--- src/rtl/regfile_scoreboard_if.sv ---
// -----------------------------------------------------------------------------
// regfile_scoreboard_if
//
// Purpose:
//   Bundles the read, issue, write-back and flush signals that connect the
//   decode/issue stage and the write-back stage to regfile_scoreboard.
//   The clock and the reset are not part of this bundle; they are plain
//   module ports.
//
// Signals (master = pipeline side, slave = register file):
//   rd_en        m->s  capture read results this cycle
//   rd_addr      m->s  NRP*AW flat read addresses, port i at [i*AW +: AW]
//   rd_data      s->m  NRP*XLEN registered read data, port i at [i*XLEN +: XLEN]
//   rd_busy      s->m  NRP registered busy flags, one per read port
//   issue_valid  m->s  an instruction writing issue_rd is issued
//   issue_rd     m->s  destination register of the issued instruction
//   wb_valid     m->s  write-back valid
//   wb_rd        m->s  write-back destination register
//   wb_data      m->s  write-back data
//   flush        m->s  cancel every outstanding busy mark
//   busy_vec     s->m  scoreboard state, bit r set = register r busy
// -----------------------------------------------------------------------------
interface regfile_scoreboard_if #(
    parameter int XLEN = 64,
    parameter int NREG = 32,
    parameter int AW   = 5,
    parameter int NRP  = 2
);
    // read side
    logic                 rd_en;
    logic [NRP*AW-1:0]    rd_addr;
    logic [NRP*XLEN-1:0]  rd_data;
    logic [NRP-1:0]       rd_busy;

    // issue side
    logic                 issue_valid;
    logic [AW-1:0]        issue_rd;

    // write-back side
    logic                 wb_valid;
    logic [AW-1:0]        wb_rd;
    logic [XLEN-1:0]      wb_data;

    // control / status
    logic                 flush;
    logic [NREG-1:0]      busy_vec;

    modport master (
        output rd_en,
        output rd_addr,
        input  rd_data,
        input  rd_busy,
        output issue_valid,
        output issue_rd,
        output wb_valid,
        output wb_rd,
        output wb_data,
        output flush,
        input  busy_vec
    );

    modport slave (
        input  rd_en,
        input  rd_addr,
        output rd_data,
        output rd_busy,
        input  issue_valid,
        input  issue_rd,
        input  wb_valid,
        input  wb_rd,
        input  wb_data,
        input  flush,
        output busy_vec
    );
endinterface

--- src/rtl/regfile_scoreboard.sv ---
// -----------------------------------------------------------------------------
// regfile_scoreboard
//
// Purpose:
//   Integer register file for the decode stage with NRP registered read ports,
//   one write-back port and a per-register busy scoreboard used by the hazard
//   and stall logic to detect read-after-write dependencies.
//
//   Register 0 is hard-wired: it reads as zero, ignores writes and is never
//   marked busy.
//
//   Scoreboard priority for every register r != 0 on each clock edge:
//     flush  >  issue to r (set)  >  write-back to r (clear)  >  hold
//   The read ports sample the post-update busy value, so a read in the same
//   cycle as an issue, write-back or flush already observes its effect.
//
// Configuration:
//   RF_BYPASS_EN  - when defined, a same-cycle write-back to the address being
//                   read is forwarded to rd_data. When undefined, the read
//                   returns the stored value and the new data shows up on the
//                   next read. The scoreboard behaves the same either way.
//
// Ports:
//   clk   in   clock, all state updates on the rising edge
//   rst   in   asynchronous reset, active low (asserted when 0)
//   bus   slave modport of regfile_scoreboard_if (read, issue, write-back,
//              flush and busy_vec signals)
// -----------------------------------------------------------------------------
module regfile_scoreboard #(
    parameter int XLEN = 64,
    parameter int NREG = 32,
    parameter int AW   = 5,
    parameter int NRP  = 2
) (
    input  logic                   clk,
    input  logic                   rst,
    regfile_scoreboard_if.slave    bus
);

    // -------------------------------------------------------------------------
    // State
    // -------------------------------------------------------------------------
    // The whole array must clear on reset, so it is built from flops rather
    // than a RAM macro. Entry 0 is never written and therefore stays zero.
    logic [XLEN-1:0]      rf_reg [NREG];

    logic [NREG-1:0]      busy_reg;
    logic [NREG-1:0]      busy_next;

    logic [NRP*XLEN-1:0]  rd_data_reg;
    logic [NRP*XLEN-1:0]  rd_data_next;
    logic [NRP-1:0]       rd_busy_reg;
    logic [NRP-1:0]       rd_busy_next;

    // A write-back to x0 is discarded here, which also keeps x0 out of the
    // bypass path.
    logic                 wr_en;
    assign wr_en = bus.wb_valid && (bus.wb_rd != '0);

    genvar gi;

    // -------------------------------------------------------------------------
    // Scoreboard next state
    // -------------------------------------------------------------------------
    assign busy_next[0] = 1'b0;

    generate
        for (gi = 1; gi < NREG; gi++) begin : g_busy
            localparam logic [AW-1:0] REG_IDX = AW'(gi);

            logic issue_hit;
            logic wb_hit;

            assign issue_hit = bus.issue_valid && (bus.issue_rd == REG_IDX);
            assign wb_hit    = bus.wb_valid    && (bus.wb_rd    == REG_IDX);

            // Issue is tested before write-back so that an instruction issued
            // in the same cycle as an older write-back to the same register
            // keeps the register busy.
            assign busy_next[gi] = bus.flush ? 1'b0 :
                                   issue_hit ? 1'b1 :
                                   wb_hit    ? 1'b0 :
                                               busy_reg[gi];
        end
    endgenerate

    // -------------------------------------------------------------------------
    // Read ports
    // -------------------------------------------------------------------------
    generate
        for (gi = 0; gi < NRP; gi++) begin : g_port
            logic [AW-1:0]   addr;
            logic [XLEN-1:0] value;

            assign addr = bus.rd_addr[gi*AW +: AW];

`ifdef RF_BYPASS_EN
            // wr_en already excludes x0, so the forward never hits address 0.
            assign value = (addr == '0)                  ? '0          :
                           (wr_en && (bus.wb_rd == addr)) ? bus.wb_data :
                                                           rf_reg[addr];
`else
            assign value = (addr == '0) ? '0 : rf_reg[addr];
`endif

            // Results hold while rd_en is low.
            assign rd_data_next[gi*XLEN +: XLEN] = bus.rd_en ? value
                                                             : rd_data_reg[gi*XLEN +: XLEN];
            assign rd_busy_next[gi]              = bus.rd_en ? busy_next[addr]
                                                             : rd_busy_reg[gi];
        end
    endgenerate

    // -------------------------------------------------------------------------
    // Register file array
    // -------------------------------------------------------------------------
    always_ff @(posedge clk or negedge rst) begin
        if (!rst) begin
            for (int i = 0; i < NREG; i++) begin
                rf_reg[i] <= '0;
            end
        end else if (wr_en) begin
            rf_reg[bus.wb_rd] <= bus.wb_data;
        end
    end

    // -------------------------------------------------------------------------
    // Scoreboard and read result registers
    // -------------------------------------------------------------------------
    always_ff @(posedge clk or negedge rst) begin
        if (!rst) begin
            busy_reg    <= '0;
            rd_data_reg <= '0;
            rd_busy_reg <= '0;
        end else begin
            busy_reg    <= busy_next;
            rd_data_reg <= rd_data_next;
            rd_busy_reg <= rd_busy_next;
        end
    end

    // -------------------------------------------------------------------------
    // Outputs
    // -------------------------------------------------------------------------
    assign bus.rd_data  = rd_data_reg;
    assign bus.rd_busy  = rd_busy_reg;
    assign bus.busy_vec = busy_reg;

endmodule

--- src/flat_wrapper.sv ---
// flat-port wrapper written by rule: the top's interface ports become plain ports
module regfile_scoreboard_flat 
#(
    parameter int XLEN = 64,
    parameter int NREG = 32,
    parameter int AW   = 5,
    parameter int NRP  = 2
)
  (clk, rst, bus_rd_en, bus_rd_addr, bus_rd_data, bus_rd_busy, bus_issue_valid, bus_issue_rd, bus_wb_valid, bus_wb_rd, bus_wb_data, bus_flush, bus_busy_vec);
  regfile_scoreboard_if #(.XLEN(XLEN), .NREG(NREG), .AW(AW), .NRP(NRP)) bus_i ();
  input  logic clk;
  input  logic rst;
  input wire logic [$bits(bus_i.rd_en)-1:0] bus_rd_en;
  input wire logic [$bits(bus_i.rd_addr)-1:0] bus_rd_addr;
  output wire logic [$bits(bus_i.rd_data)-1:0] bus_rd_data;
  output wire logic [$bits(bus_i.rd_busy)-1:0] bus_rd_busy;
  input wire logic [$bits(bus_i.issue_valid)-1:0] bus_issue_valid;
  input wire logic [$bits(bus_i.issue_rd)-1:0] bus_issue_rd;
  input wire logic [$bits(bus_i.wb_valid)-1:0] bus_wb_valid;
  input wire logic [$bits(bus_i.wb_rd)-1:0] bus_wb_rd;
  input wire logic [$bits(bus_i.wb_data)-1:0] bus_wb_data;
  input wire logic [$bits(bus_i.flush)-1:0] bus_flush;
  output wire logic [$bits(bus_i.busy_vec)-1:0] bus_busy_vec;
  assign bus_i.rd_en = bus_rd_en;
  assign bus_i.rd_addr = bus_rd_addr;
  assign bus_rd_data = bus_i.rd_data;
  assign bus_rd_busy = bus_i.rd_busy;
  assign bus_i.issue_valid = bus_issue_valid;
  assign bus_i.issue_rd = bus_issue_rd;
  assign bus_i.wb_valid = bus_wb_valid;
  assign bus_i.wb_rd = bus_wb_rd;
  assign bus_i.wb_data = bus_wb_data;
  assign bus_i.flush = bus_flush;
  assign bus_busy_vec = bus_i.busy_vec;
  regfile_scoreboard #(.XLEN(XLEN), .NREG(NREG), .AW(AW), .NRP(NRP)) u_core (.clk(clk), .rst(rst), .bus(bus_i));
endmodule
--- config.mk ---
export PLATFORM = sky130hd
export DESIGN_NAME = regfile_scoreboard_flat
export DESIGN_NICKNAME = d
export VERILOG_FILES = /design/src/rtl/regfile_scoreboard_if.sv /design/src/rtl/regfile_scoreboard.sv /design/src/flat_wrapper.sv
export SDC_FILE = /design/constraint.sdc
export NUM_CORES = 2
export LEC_CHECK = 0
export CAP_MARGIN = 40
export CORE_MARGIN = 2
export CORE_UTILIZATION = 55
export CTS_BUF_LIST = sky130_fd_sc_hd__clkbuf_8
export CTS_CLUSTER_DIAMETER = 50
export DETAILED_ROUTE_END_ITERATION = 10
export HOLD_SLACK_MARGIN = 0.1
export PLACE_DENSITY_LB_ADDON = 0.1
export SYNTH_ARGS = -nofsm -noshare
export SYNTH_HDL_FRONTEND = slang
export SYNTH_SLANG_ARGS = --single-unit
--- constraint.sdc ---
create_clock -name clk -period 2.22 [get_ports clk]
set_input_delay 0.222 -clock clk [delete_from_list [all_inputs] [get_ports clk]]
set_output_delay 0.222 -clock clk [all_outputs]
set_load 0.005 [all_outputs]
==> impl_metrics.ini <==
[logic_synthesis]
ys_types = 68
synthMuxAreaShare_pct = 42.6
synth_top_family_by_area = multiplexers
synth_xor_area_share_pct = 0.00762
syn_inst = 7797
synth_seq_area_share_pct = 48.1
async_flop_share_pct = 100
synth_area_leaders = dfrtp_1 48%, mux2_2 21%, mux4_2 18%
synth_fp_nets = 7887
syn_area_sq_um = 115000
yosysMostFrequentCell = dfrtp_1
synth_seq_cells = 2209
yosys.area.top_type_share_pct = 48.1
synth-compound-area-share_pct = 4.56
ys_warn_count = 0
synthFlopType = dfrtp_1
synth_edf_count = 0
synthAdderAreaFrac_pct = 0
syn_avg_cell_area_sq_um = 14.7
synthSimpleGateAreaFrac_pct = 1.04
synth_common_cells = 2209 x dfrtp_1, 2100 x mux2_2, 937 x mux4_2, 605 x clkbuf_1, 418 x mux2i_1
yosys.area.top_type = dfrtp_1

[clocking]
root_buffer = clkbuf_8
cts_tree = built
clock_sinks = 2209
htreeDepth = 5
clock_path_buffers = 4
cts_made_buffers = 394
worstSkewPairLatency_ns = 1.13
clk_pin_slew_ns = 0.06

[setup_path]
cp_slowest_cell = dfrtp_2
cp_max_fo = 2
startpoint_type = flop
endpoint_kind = output pin
crit_chain = dlygate4sd2_1
required_ns = 2.00
cpLargestDelayFamily = flip-flops
worstSetupPathType = flop to output pin
crit_buf_inv = 1
cpPeakStageDelay_ns = 0.49
crit_arrival_ns = 1.93

[routing]
drt-total-wl_mm = 368
dr.first_iter.drc_count = 7198
routed_via_density = 6.60
wire_per_inst_um = 31.6
drc = 0
vias = 76900
drt-pass1-iter-count = 5
ant_nets = 0

[global_route]
grt_pass1_wl_mm = 546
overflow = 0
grt_max_degree = 111
track_usage_pct = 35.0
grt_pass1_vias = 80100
antenna_found_initial = 5

[finish]
multi_input_area_sq_um = 55700
syn_to_final_growth_pct = 19.2
fillCellCount = 15000
largest_reg_flops = 2048
final_area_sq_um = 137000
final_nets = 8650
drive_above_1_share_pct = 52.0
seq_area_sq_um = 55300
utilization_pct = 66.0

[job]
max_cap_violations = 0

[power]
power.total_w = 0.118
p_leak_nw = 61.1
vdd_drop_max_uv = 815
power.density_nw_per_um2 = 859

[worst_hold_path]
min-delay-path-class = primary input to flop

[sta]
drv_slew = 0
setup_tns_ns = 0
max_clock_freq_ghz = 0.465
worst_hold_slack_ns = 0.180
slew_headroom_pct = 51.7
setup_viol = 0
hold_violations = 0
tightest_slew_ns = 0.724
finClkSkew_ns = 0.0657
fin_crit_sh_pct = 96.8
min_period_ns = 2.15

[floorplanning]
start_util_pct = 55.4
die_h_um = 461
design.core.area_sq_um = 207000
die_width_um = 461
rows = 167
dieArea_sq_um = 213000
ios = 252

[placed_design]
io_buffers = 250
globalplace.congestion = 0.952
dpl.hpwl_mm = 230
dpl-instance-area_sq_um = 128000

[status]
outcome = completed
[cells in the final DEF, fill, tap and decap left out, types with 18 or more instances in the layout]
cell,instances
inv_1,262
nor3_1,67
a21oi_1,299
mux2_2,2100
o21ai_0,129
dfrtp_1,2199
buf_4,615
nor2_4,18
dlygate4sd2_1,158
mux4_2,937
buf_12,302
clkbuf_8,508
o221ai_1,116
o22ai_1,250
mux2i_1,418
clkdlybuf4s50_1,79
dlygate4sd3_1,87
clkinv_2,52
nor2_1,65
[final cells by class]
cell class / instances / area share [%]
clock inverters: 181 / 0.781
inverters: 155 / 0.430
multi-input cells: 4545 / 40.6
clock buffers: 506 / 5.08
diodes: 6 / 0.0110
well taps: 2788 / 2.55
flip-flops and latches: 2209 / 40.4
repair buffers: 1255 / 10.2
[cell families (layout without fill, tap and decap cells)]
kind of cell / Yosys count / after routing
AO/OA/AOI/OAI: 852 / 852
multiplexers: 3455 / 3455
buffers and inverters: 1043 / 2097
XOR/XNOR: 1 / 1
AND/OR/NAND/NOR: 236 / 236
other: 1 / 7
flip-flops: 2209 / 2209
[timing repair]
| item | CTS | global route |
|---|---|---|
| hold buffers | 88 | 0 |
| endpoints found under the setup margin | 159 | 4 |
| resized for setup | 171 | 5 |
| hold endpoints to repair | 4329 | 0 |
| setup buffers | 20 | 0 |
[power breakdown]
group	leakage (nW)	internal [W]	switching [W]
combinational	28.1	0.0153	0.00977
sequential	28.4	0.0479	0.00559
clock	4.59	0.0216	0.0176
total	61.1	0.0848	0.0329
[routing by layer]
layer	track usage, %	wire length, um
met1	47.9	151000
met2	55.7	176000
met3	5.55	23500
met4	15.5	17900
met5	0	0
[metrics by stage]
step	std cells	setup WS (ns)
finish	11600	0.0716
global route	11600	-0.000454
CTS	11600	0.00128
detailed placement	10800	-0.520
global placement	10800	-0.530
floorplan	7797	-0.0316
[final timing paths]
check                                       start                       to  slack, ns  depth (start not counted)
max                        u_core.bus.rd_data[94]          bus_rd_data[94]       0.07                          1
min                                bus_rd_addr[5]  u_core.bus.rd_data[123]       0.18                          6
max reg2reg                   u_core.rf_reg[1600]    u_core.bus.rd_data[0]       0.11                          5
min reg2reg                   u_core.rf_reg[1989]      u_core.rf_reg[1989]       0.40                          0
max in group asynchronous                     rst  u_core.bus.rd_data[112]       0.72                          6
min in group asynchronous                     rst       u_core.rf_reg[779]       0.61                          4
Note: power is estimated with default switching activity, not from simulation.
